`src/rtl/counter_pkg.sv`:
```
// Shared constants for the modulo-N up/down counter family.
// Encodes the meaning of the mode and up inputs so that the counter
// top and its step helper agree on polarity.
package counter_pkg;

    // mode input encoding
    localparam logic MODE_WRAP    = 1'b0;
    localparam logic MODE_ONESHOT = 1'b1;

    // up input encoding
    localparam logic DIR_UP   = 1'b1;
    localparam logic DIR_DOWN = 1'b0;

endpackage : counter_pkg

```
`src/rtl/mod_next_val.sv`:
```
// Step and wrap arithmetic for the modulo-N counter.
// Given the current count and direction it produces the value one step on
// (already wrapped into 0..MOD-1) and flags whether the count sits on the
// terminal value for that direction.
//   cnt     : current count (0..MOD-1)
//   up      : direction, DIR_UP increments, DIR_DOWN decrements
//   next    : count after one step, wrapped
//   at_term : cnt equals MOD-1 (up) or 0 (down)
module mod_next_val
    import counter_pkg::*;
#(
    parameter int W   = 4,
    parameter int MOD = 16
) (
    input  logic [W-1:0] cnt,
    input  logic         up,
    output logic [W-1:0] next,
    output logic         at_term
);

    // Arithmetic is carried one bit wider so MOD == 2**W never relies on
    // natural overflow of a W-bit add.
    localparam logic [W:0] LAST = (W+1)'(MOD - 1);

    logic [W:0] cnt_ext_s;
    logic [W:0] next_ext_s;

    // Terminal detection and wrapped next value by explicit comparison.
    always_comb begin
        cnt_ext_s  = {1'b0, cnt};
        next_ext_s = cnt_ext_s;
        if (up == DIR_UP) begin
            at_term = (cnt_ext_s == LAST);
            if (at_term) begin
                next_ext_s = {(W+1){1'b0}};
            end else begin
                next_ext_s = cnt_ext_s + {{W{1'b0}}, 1'b1};
            end
        end else begin
            at_term = (cnt_ext_s == {(W+1){1'b0}});
            if (at_term) begin
                next_ext_s = LAST;
            end else begin
                next_ext_s = cnt_ext_s - {{W{1'b0}}, 1'b1};
            end
        end
    end

    // Both branches keep next_ext_s within 0..MOD-1, so the top bit is zero.
    assign next = W'(next_ext_s);

endmodule : mod_next_val

```
`src/rtl/mod_updown_counter.sv`:
```
// Parametrised modulo-N up/down counter with wrap or one-shot behaviour.
// Priority on each rising edge: clr > load > en > hold.
//   clk      : clock, rising edge
//   rst_n    : asynchronous active-low reset
//   en       : count enable, one step per cycle
//   clr      : synchronous clear of count and flags
//   load     : synchronous load of load_val (clamped to MOD-1)
//   load_val : value for load
//   up       : direction, 1 = increment, 0 = decrement
//   mode     : 0 = wrap, 1 = one-shot (stop at terminal)
//   cnt      : registered count, always within 0..MOD-1
//   tc       : combinational terminal count, usable as next stage's en
//   wrap     : registered pulse the cycle after a wrap
//   done     : registered sticky one-shot completion flag
module mod_updown_counter
    import counter_pkg::*;
#(
    parameter int W   = 4,
    parameter int MOD = 16
) (
    input  logic         clk,
    input  logic         rst_n,
    input  logic         en,
    input  logic         clr,
    input  logic         load,
    input  logic [W-1:0] load_val,
    input  logic         up,
    input  logic         mode,
    output logic [W-1:0] cnt,
    output logic         tc,
    output logic         wrap,
    output logic         done
);

    // Reject impossible parameter combinations at elaboration.
    generate
        if ((W < 1) || (MOD < 2) || (MOD > (2 ** W))) begin : g_param_check
            $fatal(1, "mod_updown_counter: need W >= 1 and 2 <= MOD <= 2**W");
        end
    endgenerate

    localparam logic [W:0] MOD_EXT  = (W+1)'(MOD);
    localparam logic [W-1:0] LAST_W = W'(MOD - 1);

    logic [W-1:0] cnt_q, cnt_d;
    logic         done_q, done_d;
    logic         wrap_q, wrap_d;
    logic [W-1:0] step_s;
    logic         at_term_s;

    mod_next_val #(
        .W   (W),
        .MOD (MOD)
    ) u_next_val (
        .cnt     (cnt_q),
        .up      (up),
        .next    (step_s),
        .at_term (at_term_s)
    );

    // Next-state selection for count and flags.
    always_comb begin
        cnt_d  = cnt_q;
        done_d = done_q;
        wrap_d = 1'b0;
        if (clr) begin
            cnt_d  = {W{1'b0}};
            done_d = 1'b0;
        end else if (load) begin
            // Compare in W+1 bits so MOD == 2**W never clamps a legal value.
            if ({1'b0, load_val} < MOD_EXT) begin
                cnt_d = load_val;
            end else begin
                cnt_d = LAST_W;
            end
            done_d = 1'b0;
        end else if (en && !done_q) begin
            if (at_term_s && (mode == MODE_ONESHOT)) begin
                done_d = 1'b1;
            end else begin
                cnt_d  = step_s;
                wrap_d = at_term_s;
            end
        end else begin
            cnt_d  = cnt_q;
            done_d = done_q;
        end
    end

    // State registers, cleared asynchronously.
    always_ff @(posedge clk or negedge rst_n) begin
        if (!rst_n) begin
            cnt_q  <= {W{1'b0}};
            done_q <= 1'b0;
            wrap_q <= 1'b0;
        end else begin
            cnt_q  <= cnt_d;
            done_q <= done_d;
            wrap_q <= wrap_d;
        end
    end

    // tc is combinational so a cascaded stage steps on the same edge as
    // this stage wraps.
    assign tc   = en & at_term_s & ~done_q;
    assign cnt  = cnt_q;
    assign wrap = wrap_q;
    assign done = done_q;

endmodule : mod_updown_counter

```
`config.mk`:
```
export PLATFORM = sky130hd
export DESIGN_NAME = mod_updown_counter
export DESIGN_NICKNAME = d
export VERILOG_FILES = /design/src/rtl/counter_pkg.sv /design/src/rtl/mod_next_val.sv /design/src/rtl/mod_updown_counter.sv
export SDC_FILE = /design/constraint.sdc
export NUM_CORES = 1
export LEC_CHECK = 0
export BUFFER_PORTS_ARGS = -buffer_cell sky130_fd_sc_hd__buf_2
export CORE_AREA = 2 2 39 41
export DETAILED_ROUTE_END_ITERATION = 10
export DIE_AREA = 0 0 41 43
export PLACE_DENSITY = 0.67
export SETUP_SLACK_MARGIN = 0.4
export SKIP_CTS_REPAIR_TIMING = 1
export SLEW_MARGIN = 20
export SYNTH_ARGS = -nofsm -noshare
export SYNTH_HDL_FRONTEND = slang
export SYNTH_SLANG_ARGS = --single-unit
```
`constraint.sdc`:
```
create_clock -name clk -period 1.7 [get_ports clk]
set_input_delay 0.34 -clock clk [delete_from_list [all_inputs] [get_ports clk]]
set_output_delay 0.34 -clock clk [all_outputs]
set_load 0.005 [all_outputs]
```
Yosys cells after proc, flatten, opt, wreduce, memory -nomap -nowiden

Cells that the tools add are included.

$add $sub $neg: 2
Equal/unequal tests: 2
Muxes and demuxes: 16
Bitwise logic cells: 3
Reductions and logical operators: 8

Operators with widths:

| cell                                                               | count |
|---|---|
| 4-bit two-way mux                                                  | 7 |
| 1-bit two-way mux                                                  | 9 |
| 3-bit nonzero test                                                 | 2 |
| 4-bit by 1-bit adder with 4-bit output, second input constant      | 1 |
| 4-bit equality test, second input constant                         | 1 |
| 4-bit logical NOT                                                  | 1 |
| 2-bit AND reduction                                                | 2 |
| 4-bit by 1-bit subtractor with 4-bit output, second input constant | 1 |
| 3-bit != test, second input constant                               | 1 |
| 1-bit bitwise AND                                                  | 2 |
| 1-bit logical AND                                                  | 2 |
| 1-bit logical NOT                                                  | 1 |
| 1-bit NOT                                                          | 1 |

Register bits: 6
Bits of input ports: 11
Output and inout port bits: 7
Logic and storage cells: 34

Depth between registers and ports, before layout

Gate-level depths: netlist of the first run.

Depth after elaboration: 7
Mapped depth: 6
Depth with buffers taken out: 6

Cells and area by module

From an unflattened synthesis of the first run, not the netlist that was laid out.

Cells, all modules: 48
Area total of the unflattened synthesis: 466.7 um^2

By module, submodules not included:

| module             | instances | cells an instance | area an instance (um^2) | seq. area each (um^2) |
|---|---|---|---|---|
| mod_updown_counter | 1         | 26                | 317.8                   | 150.1 |
| mod_next_val       | 1         | 22                | 148.9                   | 0.0 |

Worst setup path before layout of the first run

OpenSTA, ideal clock, no wires.

Kind: register -> register
Start: reg cnt_q[0] (netlist: cnt[0])
End: reg cnt_q[0] (netlist: cnt[0])
Setup time: 0.104 ns
Arrival: 1.615 ns
Data required time: 1.596 ns
Setup slack: -0.019 ns
Stages on the path, launching flop included: 7
Buffers on the path: 0
Period minus slack after synthesis: 1.719 ns
Path through: dfrtp_1 inv_1 ha_1 nor4b_2 o21a_4 o21a_4 o41ai_2

Cells in the longest elaborated chain, start to end: 7
Elaborated cells between the ends (all ways): 15
Classes of those cells: add/sub (2); eq/ne (2); mux (8); reduce/logical (3)

RTL lines:

| element                                                             | RTL line                               | RTL |
|---|---|---|
| start, declared                                                     | mod_updown_counter.sv:45               | `logic [W-1:0] cnt_q, cnt_d;` |
| start signal, assigned                                              | mod_updown_counter.sv:93               | `cnt_q <= {W{1'b0}};` |
| start signal, assigned                                              | mod_updown_counter.sv:97               | `cnt_q <= cnt_d;` |
| 4-bit by 1-bit subtractor with 4-bit output (tied with other cells) | mod_next_val.sv:44                     | `next_ext_s = cnt_ext_s - {{W{1'b0}}, 1'b1};` |
| 4-bit two-way mux (on tied branches)                                | mod_next_val.sv:41, mod_next_val.sv:34 |  |
| 4-bit two-way mux                                                   | mod_next_val.sv:32                     | `if (up == DIR_UP) begin` |
| 4-bit two-way mux                                                   | mod_updown_counter.sv:78               | `if (at_term_s && (mode == MODE_ONESHOT)) begin` |
| 4-bit two-way mux                                                   | mod_updown_counter.sv:77               | `end else if (en && !done_q) begin` |
| 4-bit two-way mux                                                   | mod_updown_counter.sv:69               | `end else if (load) begin` |
| 4-bit two-way mux                                                   | mod_updown_counter.sv:66               | `if (clr) begin` |

Parallel ways exist; a longest one is shown, timed or not. The select of a mux whose other input is x is not followed.
A chain may end at the register's enable or synchronous reset.

Worst setup path in the final report of the first run

Start: reg cnt_q[1] (netlist: cnt[1])
End: out tc

Cells in the longest elaborated chain, start to end: 4
Elaborated cells between the ends (all ways): 5
Classes of those cells: eq/ne (1); mux (1); bitwise (2); reduce/logical (1)

RTL lines:

| element                                                         | RTL line                               | RTL |
|---|---|---|
| 4-bit equality test / 4-bit logical NOT (equally long branches) | mod_next_val.sv:33, mod_next_val.sv:40 |  |
| 1-bit two-way mux *                                             | mod_next_val.sv:32                     |  |
| 1-bit bitwise AND * (2 in series)                               | mod_updown_counter.sv:105              | `assign tc = en & at_term_s & ~done_q;` |
| end, declared                                                   | mod_updown_counter.sv:30               | `output logic tc,` |

Mark *: on every way between the ends. The rest lies on a longest branch, timed or not.

==> impl_metrics.csv, run 1 <==
group,metric,value,unit
outcome,run_status,"finished, violations left",
outcome,violations_in_the_final_reports,"setup timing",
cells_and_area,finalNetCount,96,
floorplan,core_area,1384,µm²
worst_setup_path,crit_fanout,4,
worst_setup_path,cp_data_arrival_time,1400,ps
timing,post-route-period-util,102.6,%
floorplan,start_util,37.07,%
pwr,vdd_drop_max,409.2,µV
worst_setup_path,crit_required,1360,ps
worst_setup_path,worst_path_most_repeated_cell,"nor2_1",
place,detailedPlace.worstSlack,25.16,ps
cells_and_area,multi_input_gate_area,392.9,µm²
clock_tree,cts_htree_levels,1,
routing,drcViolationCount,0,
synthesis,synth_area_per_cell,9.865,µm²
floorplan,die-height,43,µm
timing,skew,7.073,ps
timing,timing.final.setup_violations,3,
place,port_buffers,17,
cells_and_area,post_route_cells_drive_above_1_share,58.54,%
worst_setup_path,depth_of_the_critical_timing_path_with_buffers_and_inverters_included,6,
timing,worst_hold_slack,285.1,ps
clock_tree,worst_skew_pair.late_latency,250,ps
floorplan,placementRows,14,
place,globalplace.congestion,0.7618,
routing,detailedRoute.firstPassIterationCount,3,
synthesis,syn_area,513.0,µm²
worst_setup_path,critical_path_class,"register to primary output",
clock_tree,cts_root_buffer,"clkbuf_4",
min_path,worst_hold_startpoint,"mode",
cells_and_area,n_fill_cell,131,
clock_tree,cts_tree,"done",
worst_setup_path,reg2reg_setup_slack,-30,ps
worst_setup_path,critical_path.cell_chain,"inv_2 > ha_4 > nor4b_4 > nor2_1 > nor2_1 > buf_2",
place,placed_area,661.9,µm²
synthesis,ys_seq_area_share,29.27,%
clock_tree,clk_path_buf_depth,2,
cells_and_area,final_cell_area,782.0,µm²
synthesis,syn_inst,52,
routing,drt.antenna.violating_nets,0,
worst_setup_path,path_delay_family,"flip-flops",
synthesis,postSynthNetCount,65,
routing,avgViaCountPerCell,5.439,
worst_setup_path,regToRegEndpoint,"cnt[0]$_DFFE_PN0P_",
place,hpwl,942,µm
cells_and_area,antenna-diode-count,0,
routing,dr_total_vias,533,
synthesis,netlist-cell-type-count,30,
global_routing,first_global_vias,445,
cells_and_area,register_area,153.9,µm²
synthesis,synth_top_cell_by_area,"dfrtp_1",
timing,timing.final.crit_period,1745,ps
synthesis,synthDominantCellAreaShare,29.27,%
run,drv_cap,0,
clock_tree,clk_pin_slew_worst_paths,50,ps
timing,setup_tns,-92.36,ps
timing,postLayoutSetupSlackWorst,-44.79,ps
pwr,p_per_area,689.8,nW/µm²
min_path,min_path_type,"input pin to register",
min_path,hold-path-endpoint,"wrap$_DFF_PN0_",
timing,rsz0062_at_grt,"yes",
worst_setup_path,critPathBufInv,2,
pwr,p_total,0.5394,mW
global_routing,number_of_antenna_violations_at_the_first_check_in_global_routing,0,
floorplan,die_w,41,µm
clock_tree,cts-buffers-inserted,3,
worst_setup_path,worst-r2r-cell-count,7,
worst_setup_path,reg2reg_from,"cnt[0]$_DFFE_PN0P_",
timing,worst_pin_slew,338.8,ps
timing,report.final.slew_viol_count,0,
global_routing,pin_count_of_the_biggest_net_entering_global_routing,12,
worst_setup_path,crit_slowest_cell,"dfrtp_2",
routing,wl_per_cell,13.95,µm
worst_setup_path,cpPeakStageDelay,430,ps
floorplan,boundaryPins,18,
routing,detail_route.iter0.violations,4,
worst_setup_path,cp-start-kind,"register",
worst_setup_path,end_kind,"primary output",
floorplan,floorplan.die_area,1763,µm²
timing,fmax,0.5731,GHz
global_routing,gr-total-overflow,0,
routing,drt-total-wl,1367,µm
timing,hold_viol,0,
global_routing,grt_pass1_wl,1918,µm
synthesis,synth.area.top_cells,"dfrtp_1 (29%), o41ai_2 (6.3%), o21a_4 (5.9%)",
min_path,hold-path-cell-count,2,
pwr,static-leakage-power,0.3586,nW
synthesis,synthesis_warning_total,0,
clock_tree,cts.sinks,6,
global_routing,globalRouteTotalUtil,16.30,%
timing,timing.max_slew.rel_slack,77.34,%
synthesis,synth_seq_cells,6,
cells_and_area,syn_to_final_growth,52.44,%
[stage by stage]
stage	utilization, %	std cells
6_report	56.51	98
5_1_grt	56.51	98
4_1_cts	49.73	90
3_5_place_dp	47.83	86
3_3_place_gp	47.83	86
2_1_floorplan	-	52
[sequential cells by signal, summed over array words and instances (netlist names)]
register  flops
cnt           4
wrap          1
done          1
[where the power goes]
group	internal [mW]	switching, mW	total [mW]	leakage, nW
registers	0.156	0.0167	0.173	0.0756
logic	0.119	0.101	0.220	0.268
clock network	0.0893	0.0575	0.147	0.0150
[cells in the mapped netlist (all sizes together)]
| library cell | instances |
|---|---|
| o41ai | 2 |
| nor2b | 2 |
| inv | 2 |
| nor3 | 3 |
| a221oi | 1 |
| a31oi | 3 |
| nor2 | 3 |
| ha | 2 |
| o32ai | 1 |
| o21ba | 1 |
| o311ai | 1 |
| o31ai | 1 |
| o21a | 2 |
| buf | 2 |
| clkbuf | 1 |
| dfrtp | 6 |
| mux2i | 2 |
| o21bai | 1 |
| xor2 | 1 |
| o211ai | 2 |
| nor4b | 2 |
| nand2b | 3 |
| o21ai | 1 |
| nor3b | 1 |
| a21oi | 3 |
| and4 | 1 |
| a21o | 1 |
| nand2 | 1 |
[cells by family after synthesis]
logic type      share of synthesized area, %
buf+inv                                5.854
flops                                  29.27
simple gates                           20.24
mux                                    3.903
compound gates                         34.15
xor+xnor                               1.708
fa+ha+maj                              4.877
[worst max-delay path by stage]
stage                       start            endpoint
2_1_floorplan  cnt[0]$_DFFE_PN0P_  cnt[3]$_DFFE_PN0P_
5_1_grt        cnt[1]$_DFFE_PN0P_                  tc
3_5_place_dp   cnt[0]$_DFFE_PN0P_  cnt[3]$_DFFE_PN0P_
3_3_place_gp   cnt[0]$_DFFE_PN0P_  cnt[3]$_DFFE_PN0P_
6_report       cnt[1]$_DFFE_PN0P_                  tc
4_1_cts        cnt[0]$_DFFE_PN0P_                  tc
[routing by layer]
layer  GRT usage, %  wire, µm  vias up
met4          12.00        28        0
met5              0         0        -
met1          21.45       585      253
met2          23.44       710       11
met3          1.571        42        4
li1               -         -      265
[layout make-up]
cell class	count	share of cell area [%]
clock buffers	4	3.360
inverters	2	0.9600
multi-input cells	41	50.24
flip-flops and latches	6	19.68
well taps	16	2.560
repair buffers	29	23.20
[cells in the final DEF (no fill, tap or decap), drive strengths merged, types with 3 or more instances in the layout]
cell type and instances:
nor2 3, a31oi 3, nand2b 3, dfrtp 6, nor3 3, buf 28, clkbuf 4, a21oi 3
Note: power is estimated with default switching activity, not from simulation.
==> run 2: changes to the inputs <==
Settings changed: SETUP_SLACK_MARGIN 0.4 to 0.15.
==> run 2 against run 1 <==
  * The flow still finishes with violations (setup timing)
  * Clock power about the same
  * Core utilization is 1.6 points lower
  * Sequential power increased by 3%
  * Final area fell by 2.9%
  * Critical path depth unchanged
  * Final cell count is 2.0% lower
  * Die area did not move
  * Sequential share of layout area up 0.42 points
  * Wire length decreased by 4.5%
  * Combinational power is 7% lower
  * Sequential cell count did not move
  * Global-route usage down 0.55 points
==> impl_metrics.csv, run 2 (synthesis gave the netlist of run 1 again) <==
group,metric,value,unit
cells_and_area,finalNetCount,94,
worst_setup_path,cp-start-kind,"register",
cells_and_area,finalNonFillerCells,96,
clock_tree,cts_tree,"done",
place,number_of_placed_instances_with_taps_included,86,
timing,rsz0062_at_grt,"yes",
clock_tree,cts_htree_levels,1,
routing,detail_route.iter0.violations,8,
timing,timing.final.setup_violations,1,
routing,dr_total_vias,525,
clock_tree,cts.sinks,6,
global_routing,gr-usage-met3,1.571,%
pwr,switchingPower,0.1707,mW
floorplan,floorplan.die_area,1763,µm²
pwr,share_comb_of_total_power,38.8,%
timing,timing.max_slew.rel_slack,64.26,%
worst_setup_path,crit_fanout,3,
global_routing,met1_usage,22.55,%
outcome,run_status,"finished, violations left",
pwr,p_per_area,693.7,nW/µm²
routing,drt-total-wl,1305,µm
cells_and_area,most_common_cell_after_layout_fill_and_taps_aside,"buf_2",
timing,worst_hold_slack,291.3,ps
run,drv_cap,0,
floorplan,core_area,1384,µm²
pwr,sequentialPowerShare,33.7,%
routing,drt.antenna.violating_nets,0,
floorplan,placementRows,14,
outcome,violations_in_the_final_reports,"setup timing",
min_path,hold-path-cell-count,2,
worst_setup_path,cpPeakStageDelay,430,ps
routing,detailedRoute.firstPassIterationCount,4,
global_routing,first_global_vias,452,
min_path,worst_hold_startpoint,"mode",
worst_setup_path,cp-startpoint,"cnt[1]$_DFFE_PN0P_",
timing,postLayoutSetupSlackWorst,-95.16,ps
worst_setup_path,critPathBufInv,2,
global_routing,grt_pass1_wl,1925,µm
pwr,vdd_drop_max,406.0,µV
timing,skew,6.156,ps
global_routing,gr-total-overflow,0,
timing,report.final.slew_viol_count,0,
clock_tree,clk_path_buf_depth,2,
global_routing,pin_count_of_the_biggest_net_entering_global_routing,12,
global_routing,gr_util_met2,23.44,%
global_routing,top_usage_layer,"met2",
worst_setup_path,crit_slowest_cell,"dfrtp_2",
floorplan,die-height,43,µm
pwr,internal-power,0.3561,mW
cells_and_area,post_route_cells_drive_above_1_share,55.00,%
cells_and_area,antenna-diode-count,0,
global_routing,globalRouteTotalUtil,15.74,%
place,detailedPlace.worstSlack,23.65,ps
floorplan,start_util,37.07,%
timing,worst_pin_slew,534.5,ps
worst_setup_path,critical_path.cell_chain,"inv_2 > ha_4 > nor4b_4 > nor2_2 > nor2_1 > buf_2",
place,globalplace.congestion,0.7427,
worst_setup_path,path_delay_family,"flip-flops",
worst_setup_path,reg2reg_from,"cnt[0]$_DFFE_PN0P_",
timing,timing.final.crit_period,1795,ps
pwr,pwr-share-clk,27.5,%
timing,hold_viol,0,
cells_and_area,n_fill_cell,122,
pwr,static-leakage-power,0.3465,nW
routing,wl_per_cell,13.59,µm
worst_setup_path,critical_path_class,"register to primary output",
routing,avgViaCountPerCell,5.469,
cells_and_area,syn_to_final_growth,48.05,%
worst_setup_path,crit_required,1360,ps
worst_setup_path,worst-r2r-cell-count,5,
timing,post-route-period-util,105.6,%
global_routing,number_of_antenna_violations_at_the_first_check_in_global_routing,0,
floorplan,die_w,41,µm
cells_and_area,most-common-layout-cells,"buf_2 (17), buf_4 (8), dfrtp_1 (4)",
routing,drcViolationCount,0,
clock_tree,worst_skew_pair.late_latency,250,ps
timing,fmax,0.5571,GHz
worst_setup_path,regToRegEndpoint,"cnt[0]$_DFFE_PN0P_",
worst_setup_path,reg2reg_setup_slack,40,ps
place,port_buffers,17,
pwr,switching_share_of_power,32.41,%
clock_tree,clk_pin_slew_worst_paths,50,ps
clock_tree,cts-buffers-inserted,3,
worst_setup_path,end_kind,"primary output",
cells_and_area,fin_util,54.88,%
min_path,hold-path-endpoint,"wrap$_DFF_PN0_",
min_path,min_path_type,"input pin to register",
worst_setup_path,cp_data_arrival_time,1460,ps
cells_and_area,max_reg_flops,4,
place,hpwl,932.9,µm
clock_tree,cts_root_buffer,"clkbuf_4",
floorplan,boundaryPins,18,
## run 2: changes by cell type in the layout (fill, tap and decap cells not counted)
cell	delta
dfrtp_2	-1
buf_4	-2
nor3_1	+1
nor2_1	-1
nor3_2	-1
a21oi_1	+1
dfrtp_1	+1
nor2_2	+1
a21oi_2	-1
## run 2: area by class of cell
type	instances	area (µm²)	share of cell area, %
clock buffers	4	26.28	3.460
flip-flops and latches	6	152.6	20.10
well taps	16	20.02	2.636
inverters	2	7.507	0.9885
repair buffers	27	166.4	21.91
multi-input cells	41	386.6	50.91
## run 2: stage by stage
stage / setup TNS [ps] / power (mW) / cell area (µm²)
after global routing: -233.1 / 0.5628 / 759.5
after global placement: 0 / 0.3417 / 651.9
after CTS: -139.4 / 0.4945 / 678.2
after floorplan: 0 / 0.2856 / 539.3
after detailed placement: 0 / 0.3427 / 651.9
final: -95.16 / 0.5268 / 759.5
## run 2: how the worst max path moves through the flow
stage	endpoint	slack, ps	cells after the start
global placement	cnt[0]$_DFFE_PN0P_	50	5
detailed placement	cnt[0]$_DFFE_PN0P_	20	5
CTS	tc	-140	6
floorplan	cnt[3]$_DFFE_PN0P_	60	5
finish	tc	-100	6
global route	tc	-170	6
## run 2: power groups by stage
stage          sequential [mW]  combinational, mW  clock [mW]
2_1_floorplan            0.179              0.107           0
4_1_cts                  0.176              0.164       0.154
6_report                 0.178              0.204       0.145
3_5_place_dp             0.179              0.164           0
5_1_grt                  0.180              0.224       0.159
3_3_place_gp             0.178              0.164           0
## run 2: metal layers
layer	routed length, µm	vias to the layer above
met4	0	0
met1	584	246
li1	-	262
met3	55	0
met5	0	-
met2	665	17
